**config.mk**
```make
export PLATFORM = sky130hd
export DESIGN_NAME = sram_like_arbiter
export DESIGN_NICKNAME = d
export VERILOG_FILES = /design/src/rtl/sram_like_pkg.sv /design/src/rtl/sram_like_arbiter_id_fifo.sv /design/src/rtl/sram_like_arbiter.sv
export SDC_FILE = /design/constraint.sdc
export NUM_CORES = 1
export LEC_CHECK = 0
export ABC_AREA = 1
export CORE_AREA = 2 2 126 128
export CTS_BUF_LIST = sky130_fd_sc_hd__clkbuf_2
export DETAILED_ROUTE_END_ITERATION = 16
export DIE_AREA = 0 0 128 130
export PLACE_DENSITY = 0.6
export REMOVE_ABC_BUFFERS = 1
export SETUP_SLACK_MARGIN = 0.1
export SLEW_MARGIN = 30
export SYNTH_ARGS = -nofsm -noshare
export SYNTH_HDL_FRONTEND = slang
export SYNTH_SLANG_ARGS = --single-unit
```
**constraint.sdc**
```tcl
create_clock -name clk -period 4.1 [get_ports clk]
set_clock_uncertainty 0.15 [all_clocks]
set_input_delay 1.23 -clock clk [delete_from_list [all_inputs] [get_ports clk]]
set_output_delay 1.23 -clock clk [all_outputs]
set_load 0.005 [all_outputs]
```
**src/rtl/sram_like_pkg.sv**
```systemverilog
// Shared definitions for the SRAM-like bus: master IDs, field widths and
// the packed request bundle used to mux a master onto the slave port.
package sram_like_pkg;

   localparam logic ID_INST = 1'b0;
   localparam logic ID_DATA = 1'b1;

   localparam int ADDR_W = 32;
   localparam int DATA_W = 32;
   localparam int SIZE_W = 2;
   localparam int STRB_W = 4;

   // wr + size + addr + wstrb + wdata
   localparam int SRAM_REQ_BUS_WD = 1 + SIZE_W + ADDR_W + STRB_W + DATA_W;

   typedef struct packed {
      logic              wr;
      logic [SIZE_W-1:0] size;
      logic [ADDR_W-1:0] addr;
      logic [STRB_W-1:0] wstrb;
      logic [DATA_W-1:0] wdata;
   } sram_req_t;

   // Bundle one master's request fields so the arbiter muxes a single word.
   function automatic sram_req_t pack_req(input logic              wr,
                                          input logic [SIZE_W-1:0] size,
                                          input logic [ADDR_W-1:0] addr,
                                          input logic [STRB_W-1:0] wstrb,
                                          input logic [DATA_W-1:0] wdata);
      sram_req_t r;
      r.wr    = wr;
      r.size  = size;
      r.addr  = addr;
      r.wstrb = wstrb;
      r.wdata = wdata;
      return r;
   endfunction

endpackage

```
**src/rtl/sram_like_arbiter_id_fifo.sv**
```systemverilog
// In-order FIFO of 1-bit master IDs, one entry per outstanding transaction.
// Push is ignored when full and pop is ignored when empty, so a spurious
// pop leaves pointers and count untouched.
module id_fifo #(
   parameter int DEPTH = 4
) (
   input  logic clk,
   input  logic reset,
   input  logic push_i,
   input  logic pop_i,
   input  logic din_i,
   output logic full_o,
   output logic empty_o,
   output logic head_o
);

   localparam int PTR_W = $clog2(DEPTH);
   localparam int CNT_W = PTR_W + 1;

   logic [PTR_W-1:0] wr_ptr_q, wr_ptr_d;
   logic [PTR_W-1:0] rd_ptr_q, rd_ptr_d;
   logic [CNT_W-1:0] cnt_q, cnt_d;
   logic [DEPTH-1:0] slot_q;
   logic             do_push;
   logic             do_pop;

   assign full_o  = (cnt_q == CNT_W'(DEPTH));
   assign empty_o = (cnt_q == '0);
   assign head_o  = slot_q[rd_ptr_q];

   assign do_push = push_i && !full_o;
   assign do_pop  = pop_i && !empty_o;

   // Next-state for pointers (wrap naturally at DEPTH) and occupancy count.
   always_comb begin
      wr_ptr_d = wr_ptr_q;
      rd_ptr_d = rd_ptr_q;
      cnt_d    = cnt_q;
      if (do_push) begin
         wr_ptr_d = wr_ptr_q + PTR_W'(1);
      end
      if (do_pop) begin
         rd_ptr_d = rd_ptr_q + PTR_W'(1);
      end
      case ({do_push, do_pop})
         2'b10:   cnt_d = cnt_q + CNT_W'(1);
         2'b01:   cnt_d = cnt_q - CNT_W'(1);
         default: cnt_d = cnt_q;
      endcase
   end

   // Control state: pointers and count, cleared by reset.
   always_ff @(posedge clk) begin
      if (reset) begin
         wr_ptr_q <= '0;
         rd_ptr_q <= '0;
         cnt_q    <= '0;
      end else begin
         wr_ptr_q <= wr_ptr_d;
         rd_ptr_q <= rd_ptr_d;
         cnt_q    <= cnt_d;
      end
   end

   // Payload storage; stale entries are never read because count guards head.
   always_ff @(posedge clk) begin
      if (do_push) begin
         slot_q[wr_ptr_q] <= din_i;
      end
   end

endmodule

```
**src/rtl/sram_like_arbiter.sv**
```systemverilog
// Two-master (inst/data) to one-slave SRAM-like arbiter. Grants the address
// phase with data priority and a lock that holds a stalled grant, records the
// owner of every accepted address in an ID FIFO, and steers dataok back to
// the owner in order.
module sram_like_arbiter
   import sram_like_pkg::*;
#(
   parameter int OUTSTANDING = 4
) (
   input  logic                 clk,
   input  logic                 reset,

   input  logic                 inst_req,
   input  logic                 inst_wr,
   input  logic [SIZE_W-1:0]    inst_size,
   input  logic [ADDR_W-1:0]    inst_addr,
   input  logic [STRB_W-1:0]    inst_wstrb,
   input  logic [DATA_W-1:0]    inst_wdata,
   output logic                 inst_addrok,
   output logic                 inst_dataok,
   output logic [DATA_W-1:0]    inst_rdata,

   input  logic                 data_req,
   input  logic                 data_wr,
   input  logic [SIZE_W-1:0]    data_size,
   input  logic [ADDR_W-1:0]    data_addr,
   input  logic [STRB_W-1:0]    data_wstrb,
   input  logic [DATA_W-1:0]    data_wdata,
   output logic                 data_addrok,
   output logic                 data_dataok,
   output logic [DATA_W-1:0]    data_rdata,

   output logic                 mem_req,
   output logic                 mem_wr,
   output logic [SIZE_W-1:0]    mem_size,
   output logic [ADDR_W-1:0]    mem_addr,
   output logic [STRB_W-1:0]    mem_wstrb,
   output logic [DATA_W-1:0]    mem_wdata,
   input  logic                 mem_addrok,
   input  logic                 mem_dataok,
   input  logic [DATA_W-1:0]    mem_rdata
);

   logic      lock_vld_q, lock_vld_d;
   logic      lock_id_q,  lock_id_d;
   logic      grant;
   logic      grant_req;
   logic      addr_hs;
   logic      fifo_full;
   logic      fifo_empty;
   logic      fifo_head;
   sram_req_t inst_bus;
   sram_req_t data_bus;
   sram_req_t sel_bus;

   // Grant: a held lock wins, otherwise data has priority over inst.
   always_comb begin
      if (lock_vld_q) begin
         grant = lock_id_q;
      end else if (data_req) begin
         grant = ID_DATA;
      end else begin
         grant = ID_INST;
      end
   end

   assign inst_bus = pack_req(inst_wr, inst_size, inst_addr, inst_wstrb, inst_wdata);
   assign data_bus = pack_req(data_wr, data_size, data_addr, data_wstrb, data_wdata);
   assign sel_bus  = (grant == ID_DATA) ? data_bus : inst_bus;

   assign grant_req = (grant == ID_DATA) ? data_req : inst_req;

   // Full comes from the registered count, so mem_dataok never reaches mem_req.
   assign mem_req   = grant_req && !fifo_full;
   assign mem_wr    = sel_bus.wr;
   assign mem_size  = sel_bus.size;
   assign mem_addr  = sel_bus.addr;
   assign mem_wstrb = sel_bus.wstrb;
   assign mem_wdata = sel_bus.wdata;

   assign addr_hs     = mem_req && mem_addrok;
   assign inst_addrok = addr_hs && (grant == ID_INST);
   assign data_addrok = addr_hs && (grant == ID_DATA);

   assign inst_dataok = mem_dataok && !fifo_empty && (fifo_head == ID_INST);
   assign data_dataok = mem_dataok && !fifo_empty && (fifo_head == ID_DATA);
   assign inst_rdata  = mem_rdata;
   assign data_rdata  = mem_rdata;

   // Lock next-state: set when a presented request stalls, clear on handshake.
   always_comb begin
      lock_vld_d = lock_vld_q;
      lock_id_d  = lock_id_q;
      if (addr_hs) begin
         lock_vld_d = 1'b0;
      end else if (mem_req && !mem_addrok) begin
         lock_vld_d = 1'b1;
         lock_id_d  = grant;
      end
   end

   // Lock register.
   always_ff @(posedge clk) begin
      if (reset) begin
         lock_vld_q <= 1'b0;
         lock_id_q  <= ID_INST;
      end else begin
         lock_vld_q <= lock_vld_d;
         lock_id_q  <= lock_id_d;
      end
   end

   id_fifo #(
      .DEPTH (OUTSTANDING)
   ) u_id_fifo (
      .clk     (clk),
      .reset   (reset),
      .push_i  (addr_hs),
      .pop_i   (mem_dataok),
      .din_i   (grant),
      .full_o  (fifo_full),
      .empty_o (fifo_empty),
      .head_o  (fifo_head)
   );

endmodule

```
## Word-level counts from Yosys, hierarchy flattened

Index checks and enable logic that the tools add are counted.
Widths: inputs -> output; s select.

| cells by class | value |
|---|---|
| add/sub/neg operators | 4 |
| magnitude comparators | 3 |
| equality and inequality tests | 3 |
| multiplexer cells | 10 |
| bitwise operators | 3 |
| reduce and logical (&&, ||, !) cells | 17 |

Operator list:

| kind | number |
|---|---|
| $mux 71 | 1 |
| $logic_and 1x1->1 | 10 |
| $lt 2x3->1 const B | 2 |
| $pmux 3 s2 | 1 |
| $mux 1 | 5 |
| $add 2x1->2 const B | 2 |
| $bwmux 4 | 1 |
| $add 3x1->3 const B | 1 |
| $eq 3x3->1 const B | 1 |
| $logic_not 1->1 | 3 |
| $logic_not 3->1 | 1 |
| $not 1->1 | 3 |
| $sub 3x1->3 const B | 1 |
| $bmux 1 s2 | 1 |
| $demux 1 s2 | 1 |
| $eq 2x1->1 const B | 1 |
| $eq 2x2->1 const B | 1 |
| $ge 2x1->1 const B | 1 |
| $reduce_and 2->1 | 1 |
| $reduce_bool 2->1 | 1 |
| $reduce_or 2->1 | 1 |

| word-level totals | value |
|---|---|
| bits in registers | 13 |
| input port bits | 180 |
| output and inout bits | 140 |
| word-level logic and storage cells | 46 |

## Longest topological paths before layout

Gate-level depths: netlist of run 1.

| logic depth | value |
|---|---|
| depth in word-level cells | 8 |
| gate-level depth with buffers | 12 |
| gate-level depth less buffers | 12 |

## Modules after synthesis

From an unflattened synthesis of run 1, not the netlist that was laid out.

| unflattened totals | value |
|---|---|
| cell total of the unflattened synthesis | 404 |
| area, all modules | 2238.4 µm² |

Modules (own cells, without submodules):

| module | times used | cells an instance | area an instance (µm²) | seq. area each (µm²) |
|---|---|---|---|---|
| sram_like_arbiter | 1 | 326 | 1622.8 | 40.0 |
| id_fifo | 1 | 78 | 615.6 | 260.2 |

## Worst setup path after synthesis of run 1

No wires, ideal clock.

| timing | value |
|---|---|
| path type | input -> output |
| start point | in data_req |
| end point | out mem_addr[0] |
| arrival | 1823 ps |
| data required time | 2720 ps |
| path slack | 897 ps |
| stages on the path | 6 |
| cell sequence | nand2_1 > and2_4 > buf_6 > buf_6 > nand2_1 > nand2_1 |

| on the way | value |
|---|---|
| word-level cells in the longest chain between the ends | 3 |

Ends and longest elaborated chain:

| element | line | text |
|---|---|---|
| start, declared | sram_like_arbiter.sv:23 | `input logic data_req,` |
| $mux 1 | sram_like_arbiter.sv:60 | `end else if (data_req) begin` |
| $mux 1 | sram_like_arbiter.sv:58 | `if (lock_vld_q) begin` |
| $mux 71 | sram_like_arbiter.sv:69 | `assign sel_bus = (grant == ID_DATA) ? data_bus : inst_bus;` |
| end, declared | sram_like_arbiter.sv:36 | `output logic [ADDR_W-1:0] mem_addr,` |

Every way passes these cells.

## Worst setup path in the final report of run 1

| timing | value |
|---|---|
| start point | in inst_req |
| end point | out data_addrok |

| on the way | value |
|---|---|
| word-level cells in the longest chain between the ends | 4 |

Ends and longest elaborated chain:

| element | line | text |
|---|---|---|
| start, declared | sram_like_arbiter.sv:13 | `input logic inst_req,` |
| $mux 1 | sram_like_arbiter.sv:71 | `assign grant_req = (grant == ID_DATA) ? data_req : inst_req;` |
| $logic_and 1x1->1 | sram_like_arbiter.sv:74 | `assign mem_req = grant_req && !fifo_full;` |
| $logic_and 1x1->1 | sram_like_arbiter.sv:81 | `assign addr_hs = mem_req && mem_addrok;` |
| $logic_and 1x1->1 | sram_like_arbiter.sv:83 | `assign data_addrok = addr_hs && (grant == ID_DATA);` |
| end, declared | sram_like_arbiter.sv:29 | `output logic data_addrok,` |

Every way passes these cells.

==> run_results.csv, run 1 <==
group,metric,value,unit
status,run_status,"complete, no violations",
placement,gp_congestion,0.757,
yosys,ys_warn_count,0,
floorplan,core_area,0.0154,sq mm
finish,post-route-util,29.3,%
sta,relSlewSlack,82.0,%
power,intPower,638,uW
hold_path,hold_start,"u_id_fifo.cnt_q[0]",
global_route,gr-usage-met1,16.4,%
drt,ant_nets,0,
placement,placedCellCount,741,
drt,viasPerCell,3.84,
global_route,grt_pass1_vias,2801,
yosys,seq_area_frac_synth,13.9,%
clock_network,cts_tree,"built",
setup_path,crit_path_start_kind,"input pin",
drt,vias,2945,
finish,fin_cells,766,
yosys,synth.cell_area,0.00216,sq mm
hold_path,whs_path_depth,1,
yosys,synthArstFlopShare,0,%
setup_path,endpoint_kind,"output port",
sta,tightest_slew,270,ps
power,p_leak,0.00242,uW
sta,rsz0062_at_grt,"yes",
yosys,ys_seq_elements,13,
setup_path,required,2720,ps
yosys,avgSynthCellArea,5.45,sq um
setup_path,r2r-end,"u_id_fifo.cnt_q[2]",
sta,drv_slew,0,
sta,timing.final.crit_period,4030,ps
yosys,synth_edf_count,4,
finish,fillers,1721,
yosys,synth_top_area_share,40.9,%
drt,route.detailed.drc,0,
sta,fin_setup_tns,0,ps
setup_path,reg2reg_slack,1920,ps
drt,dr.pass1.iters,4,
global_route,grt_overflow,0,
power,power,1040,uW
floorplan,die-area,0.0166,sq mm
floorplan,die_h,130,microns
global_route,grt_pass1_wl,16.7,mm
power,power_switching,404,uW
placement,io_buffers,223,
finish,drive_above_1_share,7.84,%
power,vdd_drop_max,96.4,uV
finish,nets,761,
sta,period_share,98.3,%
global_route,grtUsageTotal,13.4,%
clock_network,cts_inserted_buffers,3,
hold_path,min_to,"u_id_fifo.cnt_q[0]",
setup_path,crit_arrival,2650,ps
yosys,synthTopCellsByArea,"nand2_1 41%, buf_4 23%, dfxtp_1 8.4%",
yosys,synth.largest_area_cell,"nand2_1",
floorplan,initial_core_util,14.0,%
yosys,synthTopCellsByCount,"235 x nand2_1, 65 x buf_4, 25 x inv_1",
floorplan,chipWidth,128,microns
setup_path,crit_type,"input pin to output port",
sta,finalHoldViolCount,0,
floorplan,io_pins,320,
yosys,ys_types,18,
global_route,grtUsageMet2,20.2,%
power,p_per_area,230,mW/mm^2
drt,routedWlPerCell,16.3,microns
global_route,grt.busiest_layer,"met2",
global_route,grt_max_degree,27,
floorplan,rows,46,
finish,antenna_cells,0,
clock_network,clk_pin_slew,150,ps
clock_network,clockBufferDepth,2,
drt,first_iter_violations,80,
job,drv_cap,0,
setup_path,r2r_cells,12,
power,p_comb_share,76.1,%
power,power_frac_seq,17.3,%
sta,finalSetupViolCount,0,
yosys,yosysMostFrequentCell,"nand2_1",
setup_path,r2r-start,"u_id_fifo.cnt_q[0]",
clock_network,cts_hold_buf,0,
yosys,syn-instance-count,396,
setup_path,crit_fanout,3,
sta,fmax,248,MHz
global_route,met3_usage,8.69,%
power,netSwitchingFraction,38.8,%
yosys,synthFlopType,"dfxtp_1",
finish,layout-area-overhead-vs-synth,110,%
clock_network,cts_sinks,13,
power,pwr-share-clk,6.7,%
clock_network,h-tree-depth,1,
placement,dpl.hpwl,9.19,mm
global_route,antenna_found_initial,0,
hold_path,min_path_type,"flip-flop to flip-flop",
drt,wirelength,12.5,mm
clock_network,cts_root_buf,"clkbuf_2",
clock_network,clk_latency,280,ps
==> cell type report <==
class	instances	area, sq um	area share (%)
clock inverter	1	5.00	0.111
tap	192	240	5.31
clock buffer	3	15.0	0.332
sequential	13	300	6.64
inverter	27	109	2.41
multi-input combinational	277	1160	25.6
timing repair buffer	253	2700	59.6
==> placed cells by master (no fill, tap or decap), drive strengths merged <==
| cell type | netlist | final |
|---|---|---|
| dlygate4sd2 | 0 | 44 |
| and2 | 1 | 1 |
| clkinv | 0 | 1 |
| fa | 1 | 1 |
| nor2 | 15 | 15 |
| nand2 | 235 | 235 |
| a21oi | 7 | 7 |
| nand3 | 4 | 4 |
| dlymetal6s2s | 0 | 19 |
| inv | 27 | 27 |
| edfxtp | 4 | 4 |
| o21ai | 4 | 4 |
| nand4 | 5 | 5 |
| clkbuf | 0 | 9 |
| dfxtp | 9 | 9 |
| buf | 79 | 26 |
| clkdlybuf4s50 | 0 | 150 |
| ha | 5 | 5 |
| clkdlybuf4s15 | 0 | 6 |
| bufbuf | 0 | 2 |
==> metal layers <==
metal	vias up	part of all wire, %
met1	1254	41
li1	1472	-
met2	205	45
met3	10	13
met4	4	0.42
met5	-	0.89
==> state kept, by name, summed over array words and instances, names as in the netlist <==
signal,count
lock_id_q,1
lock_vld_q,1
u_id_fifo.cnt_q,3
u_id_fifo.rd_ptr_q,2
u_id_fifo.slot_q,4
u_id_fifo.wr_ptr_q,2
==> how the worst max path moves through the flow <==
stage / endpoint / depth (start not counted) / start / slack (ps)
after floorplan: inst_addrok / 4 / data_req / 410
after global placement: mem_wdata[3] / 8 / data_req / -250
after detailed placement: mem_wdata[3] / 8 / data_req / -260
after CTS: mem_addr[15] / 8 / data_req / -70
after global routing: data_addrok / 6 / inst_req / -40
final: data_addrok / 6 / inst_req / 70
==> worst max-delay path, stage by stage <==
cell and delay, ps:
clkdlybuf4s50_1 480, inv_1 50, nand3_1 150, nand4_4 120, nor2_1 110, clkdlybuf4s50_1 500
==> power groups by stage <==
stage	clock (uW)	sequential [uW]	combinational [uW]
5_1_grt	82.8	184	880
3_3_place_gp	0	183	735
2_1_floorplan	0	179	272
6_report	69.4	180	792
3_5_place_dp	0	183	733
4_1_cts	73.7	180	775
==> metrics by stage <==
step	hold WS [ps]	instance area, sq um	worst slack (ps)
2_1_floorplan	294	1560	411
3_3_place_gp	316	4150	-254
3_5_place_dp	317	4150	-264
4_1_cts	343	4350	-73.6
5_1_grt	367	4520	-36.0
6_report	335	4520	70.3
==> cell families (layout without fill, tap and decap cells) <==
group	count (synthesis)	after routing	synth area share (%)
DFF	13	13	13.9
and+or+nand+nor	260	260	47.0
AOI/OAI and AO/OA	11	11	2.55
adders and majority gates	6	6	3.83
buffers and inverters	106	284	32.7
==> what timing repair did <==
action,CTS,global route
buffers inserted,5,8
resized for setup,66,40
gates cloned,6,2
setup endpoints to repair,74,22
(Power assumes the default switching activity.)
==> inputs of run 2 (changes only) <==
Settings changed: RECOVER_POWER set to 100.
==> run 2 against run 1 <==
Compared with the run above: register-to-register slack about the same; combinational power hardly changed; count of clock-buffer cells in the layout is the same; non-clock buffer count unchanged; largest cell class unchanged; setup slack is essentially flat; routed wire length about the same; sequential power about the same; core utilization barely moved; fmax about the same; sequential share of layout area hardly changed.
==> run_results.csv, run 2 (synthesized netlist as in run 1, its figures left out) <==
group,metric,value,unit
status,run_status,"complete, no violations",
finish,largest_reg_flops,4,
floorplan,die-area,0.0166,sq mm
floorplan,core_area,0.0154,sq mm
drt,dr.pass1.iters,4,
finish,final_area,0.00452,sq mm
placement,dp_slack,-264,ps
placement,placedCellCount,741,
power,p_per_area,230,mW/mm^2
floorplan,chipWidth,128,microns
drt,first_iter_violations,80,
power,power_switching,404,uW
power,pwr-share-clk,6.7,%
setup_path,required,2720,ps
sta,rsz0062_at_grt,"yes",
sta,tightest_slew,272,ps
clock_network,clk_pin_slew,150,ps
floorplan,die_h,130,microns
power,intPower,637,uW
drt,route.detailed.drc,0,
power,netSwitchingFraction,38.8,%
placement,dpl.hpwl,9.19,mm
setup_path,crit_type,"input pin to output port",
floorplan,rows,46,
drt,routedWlPerCell,16.3,microns
finish,layout_commonest_cell,"nand2_1",
sta,fmax,248,MHz
power,p_comb_share,76.1,%
floorplan,io_pins,320,
finish,layout_common_cells,"232 x nand2_1, 149 x clkdlybuf4s50_1, 44 x dlygate4sd2_1",
sta,finalSetupViolCount,0,
hold_path,min_path_type,"flip-flop to flip-flop",
sta,period_share,98.3,%
drt,vias,2946,
finish,nets,761,
finish,drive_above_1_share,7.67,%
finish,regMostFlops,"u_id_fifo.slot_q",
finish,fin_cells,766,
power,p_leak,0.00242,uW
drt,viasPerCell,3.85,
sta,relSlewSlack,81.9,%
floorplan,initial_core_util,14.0,%
finish,post-route-util,29.3,%
setup_path,crit_fanout,3,
placement,post_dp_cell_area,0.00415,sq mm
global_route,grt_pass1_wl,16.7,mm
clock_network,h-tree-depth,1,
global_route,antenna_found_initial,0,
drt,wirelength,12.5,mm
setup_path,startpoint,"inst_req",
global_route,grtUsageTotal,13.4,%
hold_path,hold_start,"u_id_fifo.cnt_q[0]",
clock_network,cts_hold_buf,0,
power,vdd_drop_max,96.4,uV
placement,gp_congestion,0.757,
drt,ant_nets,0,
sta,timing.final.crit_period,4030,ps
setup_path,endpoint_kind,"output port",
job,drv_cap,0,
clock_network,cts_inserted_buffers,3,
global_route,grt_pass1_vias,2801,
setup_path,crit_arrival,2650,ps
clock_network,clockBufferDepth,2,
power,power_frac_seq,17.3,%
global_route,grt_overflow,0,
finish,layout-area-overhead-vs-synth,110,%
sta,fin_setup_tns,0,ps
clock_network,cts_root_buf,"clkbuf_2",
clock_network,cts_sinks,13,
sta,drv_slew,0,
placement,io_buffers,223,
clock_network,cts_tree,"built",
sta,layout_setup_ws,70.8,ps
finish,antenna_cells,0,
setup_path,r2r-start,"u_id_fifo.cnt_q[0]",
global_route,grt_max_degree,27,
sta,finalHoldViolCount,0,
clock_network,clk_latency,280,ps
setup_path,crit_path_start_kind,"input pin",
finish,reg.largest.list,"u_id_fifo.slot_q (4), u_id_fifo.cnt_q (3)",
## run 2: per-stage QoR
stage / hold WS (ps) / total power (uW)
detailed placement: 317 / 915
floorplan: 294 / 450
CTS: 343 / 1030
global route: 367 / 1150
global placement: 316 / 918
finish: 336 / 1040
## run 2: layout make-up
| cell class | instances | area (sq um) |
|---|---|---|
| well taps | 192 | 240 |
| repair buffers | 253 | 2700 |
| clock buffers | 3 | 15.0 |
| clock inverters | 1 | 5.00 |
| flip-flops and latches | 13 | 300 |
| inverters | 27 | 109 |
| multi-input cells | 277 | 1160 |
| fillers | 1720 | 10900 |
## run 2: worst max-delay path, cell delays in order
cell             delay (ps)
clkdlybuf4s50_1         480
inv_1                    60
nand3_1                 150
nand4_4                 120
nor2_1                  110
clkdlybuf4s50_1         500
## run 2: power groups by stage
| stage | clock, uW | sequential [uW] | combinational, uW |
|---|---|---|---|
| finish | 69.4 | 180 | 792 |
| global route | 82.8 | 184 | 879 |
| detailed placement | 0 | 183 | 733 |
| floorplan | 0 | 179 | 272 |
| global placement | 0 | 183 | 735 |
| CTS | 73.7 | 180 | 775 |
## run 2: worst paths after layout
check	to	slack, ps	depth (start not counted)
setup / recovery	data_addrok	70	6
hold / removal	u_id_fifo.cnt_q[0]	340	1
setup reg to reg	u_id_fifo.cnt_q[2]	1910	12
hold reg to reg	u_id_fifo.cnt_q[0]	340	1
## run 2: what timing repair did
action                                  4_1_cts  5_1_grt
endpoints found under the setup margin       74       22
resized for setup                            66       40
gates cloned                                  6        2
buffers inserted                              5        8
## run 2: metal layers
layer | GRT usage, % | part of all wire (%) | vias to the layer above
met5 | 6.18 | 0.89 | -
met2 | 20.2 | 45 | 207
met4 | 0.905 | 0.42 | 4
li1 | - | - | 1472
met3 | 8.69 | 13 | 10
met1 | 16.4 | 41 | 1253
==> inputs of run 3 (changes only) <==
Settings changed: RECOVER_POWER 100 to 50.
==> results of run 3 <==
No change in the layout: final DEF, timing and power equal those of run 2.
